**config.mk**
```make
export PLATFORM = sky130hd
export DESIGN_NAME = universal_register
export DESIGN_NICKNAME = d
export VERILOG_FILES = /design/src/rtl/universal_register_pkg.sv /design/src/rtl/universal_register_next.sv /design/src/rtl/universal_register.sv
export SDC_FILE = /design/constraint.sdc
export NUM_CORES = 1
export LEC_CHECK = 0
export ABC_AREA = 1
export BUFFER_PORTS_ARGS = -buffer_cell sky130_fd_sc_hd__buf_2
export CAP_MARGIN = 10
export CORE_AREA = 5 5 42 44
export CTS_CLUSTER_SIZE = 40
export DETAILED_ROUTE_END_ITERATION = 6
export DIE_AREA = 0 0 47 49
export HOLD_SLACK_MARGIN = 0.12
export PLACE_DENSITY = 0.71
export SYNTH_ARGS = -nofsm -noshare
export SYNTH_HDL_FRONTEND = slang
export SYNTH_SLANG_ARGS = --single-unit
```
**constraint.sdc**
```tcl
create_clock -name clk -period 1.45 [get_ports clk]
set_input_delay 0.2175 -clock clk [delete_from_list [all_inputs] [get_ports clk]]
set_output_delay 0.2175 -clock clk [all_outputs]
set_load 0.02 [all_outputs]
```
**src/rtl/universal_register_pkg.sv**
```systemverilog
`default_nettype none
// ============================================================================
//  Module      : universal_register_pkg
//  Description : Shared definitions for the universal register: control
//                width, opcode encodings and the opcode enum type.
//                Optional feature macro: UNIVERSAL_REGISTER_ROTATE_EN
//                (opcode 7 becomes ROTATE_RIGHT when defined).
//  Revision    : 1.0 - initial release
// ============================================================================
package universal_register_pkg;

    localparam int CTRL_W = 3;

    localparam logic [CTRL_W-1:0] NONE                = 3'd0;
    localparam logic [CTRL_W-1:0] CLR                 = 3'd1;
    localparam logic [CTRL_W-1:0] PARALLEL_LOAD       = 3'd2;
    localparam logic [CTRL_W-1:0] SERIAL_MSB_LOAD     = 3'd3;
    localparam logic [CTRL_W-1:0] SERIAL_LSB_LOAD     = 3'd4;
    localparam logic [CTRL_W-1:0] SHIFT_LOGICAL_LEFT  = 3'd5;
    localparam logic [CTRL_W-1:0] SHIFT_LOGICAL_RIGHT = 3'd6;
    localparam logic [CTRL_W-1:0] ROTATE_RIGHT        = 3'd7;

    typedef enum logic [CTRL_W-1:0] {
        OP_NONE                = NONE,
        OP_CLR                 = CLR,
        OP_PARALLEL_LOAD       = PARALLEL_LOAD,
        OP_SERIAL_MSB_LOAD     = SERIAL_MSB_LOAD,
        OP_SERIAL_LSB_LOAD     = SERIAL_LSB_LOAD,
        OP_SHIFT_LOGICAL_LEFT  = SHIFT_LOGICAL_LEFT,
        OP_SHIFT_LOGICAL_RIGHT = SHIFT_LOGICAL_RIGHT,
        OP_ROTATE_RIGHT        = ROTATE_RIGHT
    } opcode_e;

endpackage : universal_register_pkg
`default_nettype wire

```
**src/rtl/universal_register_next.sv**
```systemverilog
`default_nettype none
// ============================================================================
//  Module      : universal_register_next
//  Description : Purely combinational next-state selector for the universal
//                register. Optional feature macro: UNIVERSAL_REGISTER_ROTATE_EN.
//  Ports       : ctrl                - opcode (CTRL_W bits)
//                q                   - current register contents
//                serial_data_input   - bit inserted by serial loads
//                parallel_data_input - value for parallel load
//                q_next              - value to be registered
//  Revision    : 1.0 - initial release
// ============================================================================
module universal_register_next
    import universal_register_pkg::*;
#(
    parameter int WIDTH = 8
) (
    input  logic [CTRL_W-1:0] ctrl,
    input  logic [WIDTH-1:0]  q,
    input  logic              serial_data_input,
    input  logic [WIDTH-1:0]  parallel_data_input,
    output logic [WIDTH-1:0]  q_next
);

    always_comb begin
        q_next = q;
        case (ctrl)
            NONE:                q_next = q;
            // Clear is unconditionally zero; it never follows RESET_VALUE.
            CLR:                 q_next = '0;
            PARALLEL_LOAD:       q_next = parallel_data_input;
            SERIAL_MSB_LOAD:     q_next = {serial_data_input, q[WIDTH-1:1]};
            SERIAL_LSB_LOAD:     q_next = {q[WIDTH-2:0], serial_data_input};
            SHIFT_LOGICAL_LEFT:  q_next = {q[WIDTH-2:0], 1'b0};
            SHIFT_LOGICAL_RIGHT: q_next = {1'b0, q[WIDTH-1:1]};
`ifdef UNIVERSAL_REGISTER_ROTATE_EN
            ROTATE_RIGHT:        q_next = {q[0], q[WIDTH-1:1]};
`endif
            // Reserved opcode 7 (feature disabled) and unknown ctrl hold.
            default:             q_next = q;
        endcase
    end

endmodule : universal_register_next
`default_nettype wire

```
**src/rtl/universal_register.sv**
```systemverilog
`default_nettype none
// ============================================================================
//  Module      : universal_register
//  Description : Parameterised universal register: hold, clear, parallel
//                load, serial load from either end and logical shifts.
//                Optional feature macro: UNIVERSAL_REGISTER_ROTATE_EN
//                (opcode 7 = rotate right; otherwise opcode 7 holds).
//  Ports       : clk                 - rising-edge clock
//                async_nreset        - active-low reset, sampled on clk only
//                ctrl                - opcode select
//                serial_data_input   - serial-load bit
//                parallel_data_input - parallel-load value
//                data_output         - register contents (flop output)
//  Revision    : 1.0 - initial release
// ============================================================================
module universal_register
    import universal_register_pkg::*;
#(
    parameter int               WIDTH       = 8,
    parameter logic [WIDTH-1:0] RESET_VALUE = {WIDTH{1'b0}}
) (
    input  logic              clk,
    input  logic              async_nreset,
    input  logic [CTRL_W-1:0] ctrl,
    input  logic              serial_data_input,
    input  logic [WIDTH-1:0]  parallel_data_input,
    output logic [WIDTH-1:0]  data_output
);

    logic [WIDTH-1:0] r_q;
    logic [WIDTH-1:0] w_q_next;

    universal_register_next #(
        .WIDTH (WIDTH)
    ) u_next (
        .ctrl                (ctrl),
        .q                   (r_q),
        .serial_data_input   (serial_data_input),
        .parallel_data_input (parallel_data_input),
        .q_next              (w_q_next)
    );

    // Despite its name the reset is synchronous: it is only seen at a
    // rising clock edge, and it overrides every opcode.
    always_ff @(posedge clk) begin
        if (!async_nreset) begin
            r_q <= RESET_VALUE;
        end else begin
            r_q <= w_q_next;
        end
    end

    assign data_output = r_q;

endmodule : universal_register
`default_nettype wire

```
==> metrics.csv, run 1 <==
stage;metric;value;unit
worst_setup_path;Worst EP required;1.23;ns
worst_setup_path;worst path cell trace;buf_2;
placement;placed instance area;684;µm²
die;core area;0.00140;mm²
global_routing;GRT Residual Overflow;0;
placement;DP HPWL;1.11;mm
worst_setup_path;Worst Setup End Kind;output pin;
die;Ports;22;
min_path;Worst Hold Class;primary input to flip-flop;
synthesis;Synth area leaders;dfxtp_1 28%, inv_1 15%, nor2_1 15%;
layout;nets;139;
synthesis;flops & latches, synth;8;
pwr;Tot Pwr;0.524;mW
pwr;Power Dens Cells;741;mW/mm²
pwr;leak pwr;0.425;nW
timing;Final Skew;0.00124;ns
global_routing;largest net degree at the start of global routing;9;
synthesis;Seq/Total Area, Yosys;28.4;%
worst_setup_path;cell family with most CP delay;flip-flops;
worst_setup_path;worst-path maximum fanout;4;
worst_setup_path;CP Data Arrival Time;0.81;ns
placement;gpl congestion;0.754;
synthesis;synth warn;0;
worst_setup_path;slowest library cell on the worst path;dfxtp_1;
clocking;Post-CTS Setup Inserts;0;
layout;antenna cells;0;
drt;Antenna Violating Nets Remaining;0;
worst_setup_path;CP Buf/Inv Count;1;
drt;Routed WL;1.46;mm
worst_setup_path;path type of the worst setup path;flip-flop to output pin;
synthesis;top-area cell type share of the netlist area;28.4;%
clocking;# resized after CTS;0;
die;Die ar.;0.00230;mm²
synthesis;asr flop ratio synth;0;%
synthesis;Cells after Synth;100;
synthesis;Unique masters post-synth;12;
synthesis;Post-Syn Area;563;µm²
clocking;CTS hold repair buffers;0;
drt;drt drc;0;
placement;IO Port Bufs;21;
drt;via count;658;
drt;met2 routed WL;708;µm
clocking;CTS clk-pin slew, worst paths;0.05;ns
worst_setup_path;CP Launch Type;flip-flop;
drt;drt first pass iters;4;
timing;Final Setup Violations;0;
timing;Rel. slew slack;87.1;%
layout;Largest register FFs;8;
layout;Final Cell Area;707;µm²
synthesis;ys flop type;dfxtp_1;
synthesis;top post-synthesis cells by count;23 x inv_1, 23 x nor2_1, 18 x nand2_1;
synthesis;syn avg cell area;5.63;µm²
timing;Max Freq;971;MHz
clocking;CTS max path bufs;2;
drt;DR WL/cell;10.5;µm
timing;Final period util;71.0;%
synthesis;Yosys top cell by area;dfxtp_1;
global_routing;antenna violations before repair;0;
drt;M1 WL;630;µm
layout;synth-to-layout area growth;25.6;%
timing;RSZ-0062 raised after global routing;no;
timing;Slew Viols, Final;0;
global_routing;GRT Util Overall;14.3;%
timing;min cycle time layout;1.03;ns
drt;DR vias/cell;4.73;
timing;Post-Route Setup TNS;0;ns
flow_run;maxcap violations;0;
timing;final hold vios;0;
die;die width;47;µm
clocking;CTS tree;built;
drt;highest metal layer with signal wires;met4;
clocking;clock sink total;8;
layout;share of cells above drive strength 1;25.2;%
clocking;H-Tree Depth;1;
drt;DRT iter0 DRCs;21;
worst_setup_path;Crit path largest cell delay;0.38;ns
die;Rows;14;
die;Die Span Y;49;µm
synthesis;EDFF count, synth;0;
clocking;total CTS buffers;3;
outcome;outcome;finished, final reports clean;
synthesis;Syn Nets;114;
global_routing;vias in the first global route;590;
die;initial core utilization;40.2;%
timing;Worst-Margin Slew;0.193;ns
pwr;peak supply drop;0.416;mV
drt;metal3 WL;91;µm
global_routing;first-pass GRT wire length;2.45;mm
clocking;worst skew pair latency;0.25;ns
clocking;CTS root buffer;clkbuf_4;
power breakdown:
part,leakage [nW],total [mW],internal [mW],switching (mW)
logic,0.346,0.117,0.0414,0.0757
clock network,0.0138,0.168,0.0946,0.0736
registers,0.0651,0.239,0.230,0.00848
total,0.425,0.524,0.366,0.158
metrics by stage:
stage	util [%]	setup slack [ns]	hold slack, ns	cells
finish	50.4	0.420	0.259	139
global route	50.4	0.359	0.260	139
CTS	50.4	0.411	0.253	139
detailed placement	48.8	0.376	0.512	136
global placement	48.8	0.392	0.500	136
floorplan	-	0.604	0.475	100
path summary, 6_finish.rpt:
path / startpoint / cells past startpoint / slack [ns] / endpoint
worst max register to register: data_output[5]$_SDFFE_PN0P_ / 6 / 0.63 / data_output[6]$_SDFFE_PN0P_
worst max-delay path: data_output[1]$_SDFFE_PN0P_ / 1 / 0.42 / data_output[1]
worst min-delay path: async_nreset / 3 / 0.26 / data_output[3]$_SDFFE_PN0P_
worst min register to register: data_output[7]$_SDFFE_PN0P_ / 2 / 0.52 / data_output[7]$_SDFFE_PN0P_
cell usage in the layout (no fill, tap or decap):
master,count
nand2_2,3
o21ai_0,1
nand3_2,2
buf_2,21
inv_1,23
nand4_1,8
nand3_1,10
clkbuf_4,3
nand2_1,18
inv_2,2
a21boi_1,1
nor2_1,23
dfxtp_1,8
cell families after synthesis:
family	Yosys count	synth area share (%)
simple gates	64	52.0
buf+inv	26	17.3
flops	8	28.4
compound gates	2	2.22
metal layers:
layer | vias to the layer above | GRT usage [%]
met5 | - | 0
met4 | 0 | 6.91
met3 | 4 | 4.80
met2 | 21 | 21.5
met1 | 281 | 17.7
li1 | 352 | -
final cells by class:
cell class / count / area (µm²)
Clock buffer: 3 / 22.5
Fill cell: 170 / 694
Inverter: 25 / 93.8
Multi-Input combinational cell: 66 / 305
Sequential cell: 8 / 160
Tap cell: 16 / 20.0
Timing Repair Buffer: 21 / 105
Note: power is estimated with default switching activity, not from simulation.
==> inputs of run 2 (changes only) <==
- CORE_AREA: 5 5 42 44 -> default
- CORE_MARGIN: default -> 5
- CORE_UTILIZATION: default -> 41
- DIE_AREA: 0 0 47 49 -> default
- PLACE_DENSITY: 0.71 -> 0.72
- clock period: 1.45 -> 0.9 ns (I/O delays scaled with it)
==> metrics.csv, run 2 (synthesis gave the netlist of run 1 again) <==
stage;metric;value;unit
worst_setup_path;Worst EP required;0.76;ns
worst_setup_path;Crit path largest cell delay;0.34;ns
global_routing;GR met3 Demand/Resource;3.45;%
worst_setup_path;worst path cell trace;buf_4;
global_routing;grt peak-use layer;met2;
clocking;total CTS buffers;3;
flow_run;maxcap violations;0;
timing;final hold vios;0;
worst_setup_path;cell family with most CP delay;flip-flops;
worst_setup_path;path type of the worst setup path;flip-flop to output pin;
worst_setup_path;CP Data Arrival Time;0.74;ns
placement;IO Port Bufs;21;
clocking;worst skew pair latency;0.26;ns
placement;DP HPWL;1.10;mm
placement;Post-Place Worst Slack;-0.0770;ns
die;Ports;22;
clocking;CTS max path bufs;2;
layout;share of cells above drive strength 1;34.4;%
timing;min cycle time layout;0.877;ns
global_routing;GR Util met1;18.7;%
timing;Max Freq;1140;MHz
pwr;Tot Pwr;0.879;mW
layout;most frequent cells in the layout;22 x inv_1, 22 x nor2_1, 18 x nand2_1;
drt;drt first pass iters;4;
placement;placed instance area;691;µm²
pwr;Power Dens Cells;1130;mW/mm²
placement;gpl congestion;0.813;
layout;nets;141;
timing;Rel. slew slack;84.7;%
die;Die ar.;0.00221;mm²
layout;Largest register FFs;8;
timing;Worst-Margin Slew;0.229;ns
worst_setup_path;slowest library cell on the worst path;dfxtp_2;
timing;Post-Route Setup TNS;0;ns
clocking;clock sink total;8;
timing;PnR worst setup slack;0.0231;ns
die;initial core utilization;43.3;%
die;Rows;13;
worst_setup_path;Worst Setup End Kind;output pin;
drt;DRT iter0 DRCs;10;
timing;Slew Viols, Final;0;
layout;Final Cell Area;781;µm²
clocking;H-Tree Depth;1;
die;core area;0.00130;mm²
clocking;CTS root buffer;clkbuf_4;
global_routing;antenna violations before repair;0;
outcome;outcome;finished, final reports clean;
worst_setup_path;CP Buf/Inv Count;1;
layout;synth-to-layout area growth;38.7;%
timing;Final Setup Violations;0;
drt;DR vias/cell;4.74;
global_routing;first-pass GRT wire length;2.30;mm
worst_setup_path;worst-path maximum fanout;3;
layout;antenna cells;0;
clocking;CTS hold repair buffers;0;
global_routing;GRT Residual Overflow;0;
die;Die Span Y;47.1;µm
global_routing;vias in the first global route;550;
die;die width;47.1;µm
drt;Antenna Violating Nets Remaining;0;
drt;via count;664;
global_routing;largest net degree at the start of global routing;9;
global_routing;met2 global-route usage;23.0;%
clocking;CTS clk-pin slew, worst paths;0.06;ns
drt;DR WL/cell;10.3;µm
clocking;CTS tree;built;
worst_setup_path;CP Launch Type;flip-flop;
drt;Routed WL;1.44;mm
timing;Final Skew;0.00728;ns
pwr;leak pwr;0.444;nW
min_path;Worst Hold Class;primary input to flip-flop;
pwr;peak supply drop;0.986;mV
global_routing;GRT Util Overall;14.9;%
drt;drt drc;0;
timing;Final period util;97.4;%
timing;RSZ-0062 raised after global routing;yes;
[run 2: cell count changes in the layout (fill, tap and decap cells not counted), sizes merged]
cell | previous run | this run
buf | 21 | 23
[run 2: through the flow]
stage	util (%)	hold WS (ns)	instances
floorplan	-	0.392	100
global placement	53.1	0.438	136
detailed placement	53.1	0.438	136
CTS	57.1	0.159	139
global route	60.0	0.166	140
finish	60.0	0.156	140
[run 2: layout make-up]
type / count / area, µm²
clock buffer: 3 / 22.5
fill: 143 / 520
inverter: 25 / 93.8
multi-input combinational: 66 / 308
sequential: 8 / 175
tap: 15 / 18.8
timing repair buffer: 23 / 163
[run 2: power breakdown]
part | switching (mW) | total [mW] | internal, mW
combinational | 0.121 | 0.209 | 0.0875
clock | 0.131 | 0.284 | 0.153
sequential | 0.0168 | 0.387 | 0.370
total | 0.269 | 0.879 | 0.611
[run 2: worst paths after layout]
check	from	slack, ns	depth (start not counted)	end
max	data_output[6]$_SDFFE_PN0P_	0.02	1	data_output[6]
min	async_nreset	0.16	3	data_output[0]$_SDFFE_PN0P_
max reg2reg	data_output[2]$_SDFFE_PN0P_	0.08	6	data_output[3]$_SDFFE_PN0P_
min reg2reg	data_output[7]$_SDFFE_PN0P_	0.51	2	data_output[7]$_SDFFE_PN0P_
[run 2: repair_timing]
action	4_1_cts	5_1_grt
gates resized for setup	16	10
endpoints found under the setup margin	8	8
pin swaps	0	3
gates cloned	0	0
buffers inserted	0	1
[run 2: metal layers]
| metal | vias up | wire, µm |
|---|---|---|
| met1 | 286 | 606 |
| met2 | 16 | 705 |
| met5 | - | 0 |
| met4 | 0 | 35 |
| li1 | 357 | - |
| met3 | 5 | 88 |
==> inputs of run 3 (changes only) <==
- CORE_AREA: default -> 5 5 42 44
- CORE_MARGIN: 5 -> default
- CORE_UTILIZATION: 41 -> default
- DIE_AREA: default -> 0 0 47 49
- PLACE_DENSITY: 0.72 -> 0.71
- RECOVER_POWER: default -> 100
- clock period: 0.9 -> 1.06 ns (I/O delays scaled with it)
==> metrics.csv, run 3 (synthesis gave the netlist of run 1 again) <==
stage;metric;value;unit
outcome;outcome;finished, final reports clean;
timing;min cycle time layout;0.980;ns
worst_setup_path;Reg2Reg Setup Slack;0.25;ns
worst_setup_path;R2R Path Start;data_output[6]$_SDFFE_PN0P_;
clocking;CTS clk-pin slew, worst paths;0.05;ns
global_routing;first-pass GRT wire length;2.35;mm
die;core area;0.00140;mm²
timing;Final Skew;0.00182;ns
timing;Final Setup Violations;0;
pwr;leak pwr;0.416;nW
die;Die Span Y;49;µm
min_path;Worst Hold Class;primary input to flip-flop;
die;initial core utilization;40.2;%
timing;Worst-Margin Slew;0.277;ns
layout;synth-to-layout area growth;24.9;%
clocking;worst skew pair latency;0.25;ns
placement;placed insts;136;
placement;DP HPWL;1.10;mm
pwr;peak supply drop;0.531;mV
drt;Routed WL;1.43;mm
worst_setup_path;Worst path depth;1;
worst_setup_path;Worst R2R End;data_output[7]$_SDFFE_PN0P_;
clocking;total CTS buffers;3;
clocking;CTS tree;built;
worst_setup_path;CP Launch Type;flip-flop;
timing;Rel. slew slack;81.6;%
layout;Finished Layout Cells;139;
layout;Fillers;171;
worst_setup_path;CP endpoint;data_output[2];
worst_setup_path;path type of the worst setup path;flip-flop to output pin;
layout;Largest register FFs;8;
worst_setup_path;Worst Setup End Kind;output pin;
clocking;Post-CTS Setup Inserts;0;
worst_setup_path;CP Data Arrival Time;0.82;ns
timing;Post-Route Setup TNS;0;ns
die;die width;47;µm
clocking;CTS hold repair buffers;0;
clocking;# resized after CTS;0;
clocking;clock sink total;8;
layout;share of cells above drive strength 1;23.6;%
worst_setup_path;worst-path maximum fanout;4;
die;Die ar.;0.00230;mm²
timing;Max Freq;1020;MHz
worst_setup_path;Worst EP required;0.90;ns
global_routing;antenna violations before repair;0;
timing;final hold vios;0;
worst_setup_path;CP startpoint;data_output[2]$_SDFFE_PN0P_;
drt;DR WL/cell;10.3;µm
drt;drt drc;0;
die;Ports;22;
worst_setup_path;R2R cell count;4;
global_routing;GRT Util Overall;13.8;%
worst_setup_path;slowest library cell on the worst path;dfxtp_1;
pwr;Power Dens Cells;1010;mW/mm²
layout;post-layout util;50.2;%
worst_setup_path;Crit path largest cell delay;0.37;ns
worst_setup_path;CP Buf/Inv Count;1;
placement;IO Port Bufs;21;
global_routing;largest net degree at the start of global routing;9;
drt;via count;674;
timing;Slew Viols, Final;0;
clocking;CTS root buffer;clkbuf_4;
drt;DR vias/cell;4.85;
placement;gpl congestion;0.754;
worst_setup_path;cell family with most CP delay;flip-flops;
die;Rows;14;
worst_setup_path;worst path cell trace;clkbuf_2;
timing;Final period util;92.4;%
layout;most frequent cells in the layout;23 x inv_1, 23 x nor2_1, 19 x nand2_1;
layout;nets;139;
clocking;H-Tree Depth;1;
global_routing;vias in the first global route;560;
timing;RSZ-0062 raised after global routing;no;
layout;antenna cells;0;
drt;drt first pass iters;4;
clocking;CTS max path bufs;2;
drt;Antenna Violating Nets Remaining;0;
global_routing;GRT Residual Overflow;0;
flow_run;maxcap violations;0;
drt;DRT iter0 DRCs;24;
==> run 3: cell count changes in the layout (fill, tap and decap cells not counted), moves of 2 or more <==
cell	previous run	this run
dfxtp_2	6	0
dfxtp_1	0	8
clkbuf_2	0	8
buf_6	6	0
dfxtp_4	2	0
buf_4	4	0
==> run 3: stage by stage <==
step,area (µm²),hold WS (ns),total power [mW],worst slack (ns)
CTS,707,0.195,0.728,0.0744
global route,703,0.200,0.770,0.0292
floorplan,563,0.416,0.428,0.214
finish,703,0.202,0.712,0.0801
detailed placement,684,0.464,0.492,0.0380
global placement,684,0.462,0.489,0.0605
==> run 3: worst reg2reg max path: stages (launching register included) <==
cell	delay [ns]
dfxtp_1	0.38
nand3_1	0.09
o21ai_0	0.08
nor2_1	0.06
a21boi_0	0.13
==> run 3: area by class of cell <==
class                           count  area [µm²]  area share, %
Timing Repair Buffer               21         104           14.8
Multi-Input combinational cell     66         303           43.1
Tap cell                           16        20.0           2.85
Clock buffer                        3        22.5           3.20
Inverter                           25        93.8           13.3
Sequential cell                     8         160           22.8
==> run 3: worst min path at each step <==
stage | startpoint | endpoint | slack (ns) | cells past startpoint
after global routing | async_nreset | data_output[1]$_SDFFE_PN0P_ | 0.20 | 3
after detailed placement | async_nreset | data_output[1]$_SDFFE_PN0P_ | 0.46 | 3
final | async_nreset | data_output[3]$_SDFFE_PN0P_ | 0.20 | 3
after floorplan | parallel_data_input[7] | data_output[7]$_SDFFE_PN0P_ | 0.42 | 4
after global placement | async_nreset | data_output[0]$_SDFFE_PN0P_ | 0.46 | 3
after CTS | async_nreset | data_output[1]$_SDFFE_PN0P_ | 0.19 | 3
==> run 3: per-layer routing <==
metal / routed length (µm) / track usage [%] / part of all wire (%) / vias up
met5: 0 / 0 / 0 / -
met4: 17 / 6.91 / 1.2 / 0
met3: 97 / 4.80 / 6.8 / 4
met2: 726 / 21.3 / 51 / 26
met1: 591 / 16.4 / 41 / 291
li1: - / - / - / 353
==> run 3: power breakdown <==
group / internal (mW) / leakage, nW / switching [mW] / total (mW)
clock: 0.129 / 0.0138 / 0.0981 / 0.227
sequential: 0.315 / 0.0651 / 0.0122 / 0.327
combinational: 0.0550 / 0.337 / 0.102 / 0.157
